--- src/rtl/inv_shiftrows_stream.sv ---
// -----------------------------------------------------------------------------
// inv_shiftrows_stream
//
// Byte-serial AES (Inv)ShiftRows permutation buffer. A 128-bit state arrives
// one byte per transfer in column-major order (k = row + 4*col). It is written
// into one of two 16-byte ping-pong banks. Once a bank is complete it is read
// back in the same k order, but each output byte is fetched from the permuted
// source index. That gives one byte per clock with no bubbles between states.
//
// Handshake (both ports): a byte moves on a rising edge where valid & ready
// are both high. A producer holds valid and data stable until that happens.
// in_ready comes only from registered flags, so it has no combinational path
// from out_ready. out_valid/out_data/out_last stay stable while out_ready is
// low.
//
// Parameters:
//   INVERSE        1: InvShiftRows  out[r][c] = in[r][(c - r) mod 4]
//                  0: ShiftRows     out[r][c] = in[r][(c + r) mod 4]
// Ports:
//   clk            rising-edge clock
//   rst_n          asynchronous active-low reset
//   flush          synchronous clear, same effect as reset, wins over handshakes
//   in_valid/in_ready/in_data      byte input stream
//   out_valid/out_ready/out_data   permuted byte output stream
//   out_last       marks the 16th output byte of a state
//   busy           a bank is full or a state is partially written
//   dbg_bank_state per-bank lifecycle {bank1, bank0}:
//                  0 EMPTY, 1 FILLING, 2 FULL, 3 DRAINING
// -----------------------------------------------------------------------------
module inv_shiftrows_stream #(
  parameter bit INVERSE = 1'b1
) (
  input  logic       clk,
  input  logic       rst_n,
  input  logic       flush,
  input  logic       in_valid,
  output logic       in_ready,
  input  logic [7:0] in_data,
  output logic       out_valid,
  input  logic       out_ready,
  output logic [7:0] out_data,
  output logic       out_last,
  output logic       busy,
  output logic [3:0] dbg_bank_state
);

  typedef enum logic [1:0] {
    BANK_EMPTY    = 2'd0,
    BANK_FILLING  = 2'd1,
    BANK_FULL     = 2'd2,
    BANK_DRAINING = 2'd3
  } bank_state_e;

  // Storage: two ping-pong banks, indexed by input byte position k.
  logic [7:0] r_bank0 [16];
  logic [7:0] r_bank1 [16];

  // Control state.
  logic [1:0] r_full;
  logic       r_wbank;
  logic       r_rbank;
  logic [3:0] r_wcnt;
  logic [3:0] r_rcnt;

  // Next-state values.
  logic [1:0] w_full_nxt;
  logic       w_wbank_nxt;
  logic       w_rbank_nxt;
  logic [3:0] w_wcnt_nxt;
  logic [3:0] w_rcnt_nxt;

  logic       w_wr_fire;
  logic       w_rd_fire;

  // Read address generation.
  logic [1:0] w_row;
  logic [1:0] w_col;
  logic [1:0] w_src_col;
  logic [3:0] w_src;

  bank_state_e w_bank_state [2];

  // ---------------------------------------------------------------------------
  // Handshake qualifiers
  // ---------------------------------------------------------------------------
  assign in_ready  = ~r_full[r_wbank];
  assign out_valid = r_full[r_rbank];
  assign w_wr_fire = in_valid & in_ready;
  assign w_rd_fire = out_valid & out_ready;

  // ---------------------------------------------------------------------------
  // Source index for the current output position. The column arithmetic is
  // two bits wide, so the mod-4 wrap comes for free.
  // ---------------------------------------------------------------------------
  assign w_row     = r_rcnt[1:0];
  assign w_col     = r_rcnt[3:2];
  assign w_src_col = INVERSE ? (w_col - w_row) : (w_col + w_row);
  assign w_src     = {w_src_col, w_row};

  assign out_data  = r_rbank ? r_bank1[w_src] : r_bank0[w_src];
  assign out_last  = out_valid & (r_rcnt == 4'd15);
  assign busy      = r_full[0] | r_full[1] | (r_wcnt != 4'd0);

  // ---------------------------------------------------------------------------
  // Bank storage. The contents are not reset: a bank is only read after it has
  // been completely rewritten.
  // ---------------------------------------------------------------------------
  always_ff @(posedge clk) begin
    if (w_wr_fire) begin
      if (r_wbank) begin
        r_bank1[r_wcnt] <= in_data;
      end else begin
        r_bank0[r_wcnt] <= in_data;
      end
    end
  end

  // ---------------------------------------------------------------------------
  // Control next-state logic. The write and read sides always work on
  // different banks: writing needs ~full and reading needs full. So a final
  // write and a final read in the same cycle touch two distinct flag bits.
  // ---------------------------------------------------------------------------
  always_comb begin
    w_full_nxt  = r_full;
    w_wbank_nxt = r_wbank;
    w_rbank_nxt = r_rbank;
    w_wcnt_nxt  = r_wcnt;
    w_rcnt_nxt  = r_rcnt;

    if (flush) begin
      w_full_nxt  = 2'b00;
      w_wbank_nxt = 1'b0;
      w_rbank_nxt = 1'b0;
      w_wcnt_nxt  = 4'd0;
      w_rcnt_nxt  = 4'd0;
    end else begin
      if (w_wr_fire) begin
        w_wcnt_nxt = r_wcnt + 4'd1;
        if (r_wcnt == 4'd15) begin
          w_full_nxt[r_wbank] = 1'b1;
          w_wbank_nxt         = ~r_wbank;
        end
      end
      if (w_rd_fire) begin
        w_rcnt_nxt = r_rcnt + 4'd1;
        if (r_rcnt == 4'd15) begin
          w_full_nxt[r_rbank] = 1'b0;
          w_rbank_nxt         = ~r_rbank;
        end
      end
    end
  end

  always_ff @(posedge clk or negedge rst_n) begin
    if (!rst_n) begin
      r_full  <= 2'b00;
      r_wbank <= 1'b0;
      r_rbank <= 1'b0;
      r_wcnt  <= 4'd0;
      r_rcnt  <= 4'd0;
    end else begin
      r_full  <= w_full_nxt;
      r_wbank <= w_wbank_nxt;
      r_rbank <= w_rbank_nxt;
      r_wcnt  <= w_wcnt_nxt;
      r_rcnt  <= w_rcnt_nxt;
    end
  end

  // ---------------------------------------------------------------------------
  // Per-bank lifecycle, decoded from the flags and pointers:
  // EMPTY -> FILLING -> FULL -> DRAINING -> EMPTY.
  // ---------------------------------------------------------------------------
  always_comb begin
    for (int b = 0; b < 2; b++) begin
      w_bank_state[b] = BANK_EMPTY;
      if (r_full[b]) begin
        if ((r_rbank == b[0]) && (r_rcnt != 4'd0)) begin
          w_bank_state[b] = BANK_DRAINING;
        end else begin
          w_bank_state[b] = BANK_FULL;
        end
      end else if ((r_wbank == b[0]) && (r_wcnt != 4'd0)) begin
        w_bank_state[b] = BANK_FILLING;
      end
    end
  end

  assign dbg_bank_state = {w_bank_state[1], w_bank_state[0]};

endmodule

--- config.mk ---
export PLATFORM = sky130hd
export DESIGN_NAME = inv_shiftrows_stream
export DESIGN_NICKNAME = d
export VERILOG_FILES = /design/src/rtl/inv_shiftrows_stream.sv
export SDC_FILE = /design/constraint.sdc
export NUM_CORES = 1
export LEC_CHECK = 0
export CAP_MARGIN = 10
export CORE_MARGIN = 4
export CORE_UTILIZATION = 55
export CTS_CLUSTER_DIAMETER = 150
export DETAILED_ROUTE_END_ITERATION = 6
export GPL_TIMING_DRIVEN = 0
export HOLD_SLACK_MARGIN = 0.02
export PLACE_DENSITY = 0.81
export REMOVE_ABC_BUFFERS = 1
export SYNTH_ARGS = -nofsm -noshare
export SYNTH_HDL_FRONTEND = slang
export SYNTH_SLANG_ARGS = --single-unit
--- constraint.sdc ---
create_clock -name clk -period 1.99 [get_ports clk]
set_input_delay 0.2985 -clock clk [delete_from_list [all_inputs] [get_ports clk]]
set_output_delay 0.2985 -clock clk [all_outputs]
set_load 0.02 [all_outputs]
# Word-level counts from Yosys, hierarchy flattened

Memories as Yosys holds them, arrays and structs flattened.
Cells that the tools add are included.

Output and inout port bits: 16
Register bits: 12
RAM bits: 256
Memories: 2
Bits in latches: 0
Word-level logic and storage cells: 78
ROM bits: 0

Memory list:

| memory  | depth | bits a word | read ports | clocked after memory_dff | write ports | line | RTL |
|---|---|---|---|---|---|---|---|
| r_bank0 | 16    | 8           | 1          | 0                        | 1           | 55   | `logic [7:0] r_bank0 [16];` |
| r_bank1 | 16    | 8           | 1          | 0                        | 1           | 56   | `logic [7:0] r_bank1 [16];` |

Order comparisons: 4
Div/mod/pow operators: 0
Add/sub/neg operators: 3
Eq/ne operators: 2
Muxes and demuxes: 37
Shift-type cells: 0
Bitwise operators: 11
Reductions and logical operators: 14
$mul: 0

Operator list:

| cell                                                       | count |
|---|---|
| two-way mux 1 bit                                          | 22 |
| two-way mux 2 bit                                          | 8 |
| two-way mux 4 bit                                          | 4 |
| adder 4 x 1 -> 4 bit, second input constant                | 2 |
| == test 4 bit, second input constant                       | 2 |
| two-way mux 8 bit                                          | 1 |
| nonzero test 2 bit                                         | 4 |
| nonzero test 4 bit                                         | 2 |
| logical AND 1 bit                                          | 6 |
| less-than comparator 1 x 2 -> 1 bit, second input constant | 2 |
| AND reduction 2 bit                                        | 2 |
| bitwise AND 1 bit                                          | 3 |
| NOT 1 bit                                                  | 3 |
| bitwise AND 2 bit                                          | 1 |
| demux 1 bit (select 1 bit)                                 | 2 |
| greater-or-equal comparator 1 bit, second input constant   | 2 |
| NOT 2 bit                                                  | 1 |
| OR 1 bit                                                   | 2 |
| OR 2 bit                                                   | 1 |
| subtractor 2 bit                                           | 1 |

# Longest topological paths before layout

Word-level depth: 12
Gate-level depth with buffers: 10
Gate-level depth less buffers: 7

# Worst setup path after synthesis

Ideal clock, no wire load.

Path type: register to output
Start: register r_rcnt[2]
End: output out_data[0]
Arrival: 2.057 ns
Setup slack: -0.366 ns
Stages on the path, launching flop included: 10
Path through: dfrtp_1 > inv_1 > ha_1 > buf_2 > clkbuf_1 > clkbuf_1 > a211oi_1 > o21ai_0 > nand4_1 > a32oi_1

Cells in the longest elaborated chain, start to end: 3

RTL lines:

| element                                       | line | RTL |
|---|---|---|
| start: declaration                            | 63   | `logic [3:0] r_rcnt;` |
| start signal: assignment                      | 166  | `r_rcnt <= w_rcnt_nxt;` |
| subtractor 2 bit (*)                          | 97   | `assign w_src_col = INVERSE ? (w_col - w_row) : (w_col + w_row);` |
| memory (16 x 8 bit), on equally long branches | n/a  |  |
| two-way mux 8 bit (*)                         | 100  | `assign out_data = r_rbank ? r_bank1[w_src] : r_bank0[w_src];` |
| end: declaration                              | 41   | `output logic [7:0] out_data,` |

Mark *: on every way between the ends. The rest lies on a longest branch, timed or not.

# Worst setup path after layout

Start: register r_rcnt[0]
End: output out_data[4]

Cells in the longest elaborated chain, start to end: 3

RTL lines:

| element                                       | line |
|---|---|
| subtractor 2 bit                              | 97 |
| memory (16 x 8 bit), on equally long branches | n/a |
| two-way mux 8 bit (*)                         | 100 |

Marks and branches as above.

==> results.ini <==
[synthesis]
synthCells=648
synth_cell_types=56
synth_area_per_cell_sq_um=17.2
yosysTopAreaCellShare_pct=69.1
synth_area_sq_mm=0.0111
ys.flop_type=edfxtp_1
synth_seq_cells=268
netlist_top_cells_area=edfxtp_1 (69%), mux4_2 (6.3%), mux2i_1 (5.3%), dfrtp_1 (2.7%), nor2_1 (1.5%)
yosysMostFrequentCell=edfxtp_1
yosysSeqAreaShare_pct=71.8
synth_warnings=0
synth_largest_area_cell=edfxtp_1
synth_common_cells=edfxtp_1 (256), mux2i_1 (59), nor2_1 (45)
synthArstFlopShare_pct=4.48
synth-edff-count=256

[power_and_ir_drop]
p_leak_nw=4.49
vdd_drop_max_mv=0.782
power_w=0.0116
power.density_mw_per_mm2=815

[critical_path]
worstSetupPathType=reg2out
r2r-start=r_full[1]
crit_path_start=r_rcnt[0]
crit_path_max_fanout=7
cp-start-kind=register
cp-end-kind=output port
arrival_ns=2.92
cp.required_ns=1.69

[timing]
rsz0062_at_grt=yes
fin_crit_sh_pct=162
min_period_ns=3.22
finalWorstSetupSlack_ns=-1.23
setup_viol=28
finClkSkew_ns=0.0225
slew-limit-headroom_pct=11.9
finalSetupTns_ns=-11.02
tightestPinTransition_ns=1.32
hold-worst-slack_ns=0.172
final-hold-violation-count=0
fmax_mhz=311
drv_slew=0

[floorplanning]
die_x_um=150
rows=51
die-height_um=150
io_pins=29
coreArea_sq_mm=0.0197
initial_core_util_pct=56.6
die_area_sq_mm=0.0226

[drt]
viasPerCell=6.84
drtIter0Drc=1108
wl_met3_um=3420
drc=0
wl_met2_um=15700
drt_wl_total_um=31800
firstDrtPassIters=5
post_drt_wl_per_cell_um=30.5
met1_length_um=10700
vias=7137
drt.antenna.violating_nets=0
routed.top_layer=met4

[finish]
num_antenna_cells=0
finalInstanceArea_sq_mm=0.0142
num-fill-cells=1068
multi_input_area_sq_mm=0.00352
drive_gt1_share_pct=38.0
finalNetCount=779
seq_area_sq_mm=0.00800
area_growth_pct=27.8

[clock_network]
worstSkewPairLatency_ns=0.54
cts_sinks=268
clockBufferDepth=3
numCtsBuffers=26
root_buffer=clkbuf_16
clk_pin_slew_worst_paths_ns=0.07
cts_tree=done
cts-hold-fix-buffers=0
cts_max_level=1

[place]
hpwl_um=15000
gp_congestion=0.857
detailedPlace.worstSlack_ns=-2.24
dpl-instance-area_sq_mm=0.0116
port_buffers=28

[global_route]
grt_pass1_wl_um=43000
antenna_found_initial=0
grt-ovfl-total=0
grt_pass1_vias=7063
grt_max_degree=33
grt_usage_pct=25.9

[flow_run]
max_cap_violations=0

[run_status]
violations=negative setup slack
status=complete, but fails checks

[hold_path]
hold_class=in2async

## metal layers
layer  vias to the layer above  track usage (%)
li1                       2800                -
met1                      3527             32.7
met2                       649             43.0
met3                       161             5.45
met4                         0             12.8
met5                         -                0
## layout make-up
| type | instances | share of cell area [%] |
|---|---|---|
| Clock buffer | 30 | 4.83 |
| Clock inverter | 17 | 1.11 |
| Inverter | 7 | 0.273 |
| Multi-Input combinational cell | 337 | 24.8 |
| Sequential cell | 268 | 56.3 |
| Tap cell | 265 | 2.33 |
| Timing Repair Buffer | 119 | 10.4 |
## stage by stage
step                std cells  util [%]
finish                   1043      72.3
global route             1043      72.3
CTS                      1008      68.6
detailed placement        908      58.8
global placement          905      58.4
floorplan                 612         -
## path summary, 6_finish.rpt
kind	cells after the start	end	slack (ns)
max	9	out_data[4]	-1.23
min	1	r_rcnt[0]	0.17
max reg2reg	3	r_bank1[11][5]	-0.03
min reg2reg	2	r_full[1]	0.73
max in group asynchronous	1	r_rbank	1.32
min in group clk	2	r_full[1]	0.46
## where the power goes
group          switching [W]  leakage [nW]  internal [W]
Sequential         0.0000130          2.46       0.00621
Combinational       0.000263          1.62      0.000157
Clock                0.00208         0.412       0.00285
## placed cells by master (no fill, tap or decap), types with 6 or more instances in the layout
cell type,instances
o21ai_1,6
clkbuf_16,29
nand2_1,34
clkinv_2,6
buf_12,18
nand4_1,6
mux2_2,14
nand3_1,6
edfxtp_1,256
a21oi_1,10
clkinv_1,6
nand2_2,7
buf_6,13
mux2i_1,56
a22oi_2,11
clkdlybuf4s50_1,13
buf_16,6
buf_4,57
mux4_2,31
nor2_4,31
nor2_1,14
## flip-flops by register name, indices dropped and copies added (netlist names)
register  cells
r_bank0     128
r_bank1     128
r_full        2
r_rbank       1
r_rcnt        4
r_wbank       1
r_wcnt        4
## what timing repair did
action                     4_1_cts  5_1_grt
setup endpoints to repair      227      211
cloned                           7        0
setup buffers                   46       31
resized for setup              175       89
pin swaps                       23       36
## cells by family after synthesis
family                     after synthesis  share of synthesized area, %
muxes                                  106                          13.2
AOI/OAI and AO/OA                       81                          5.26
and+or+nand+nor                        134                          5.49
DFF                                    268                          71.8
adders and majority gates                7                         0.787
buffers and inverters                   43                          2.56
xor gates and xnor gates                 9                         0.844
## worst max-delay path, cell delays in order, from the launching register on
cell	delay, ns
dfrtp_4	0.51
buf_16	0.15
ha_4	0.34
buf_12	0.15
clkinvlp_4	0.20
buf_12	0.20
mux2i_4	0.22
nor2_2	0.08
o32a_1	0.37
buf_6	0.15
No activity file was read; power rests on OpenSTA's default activity.
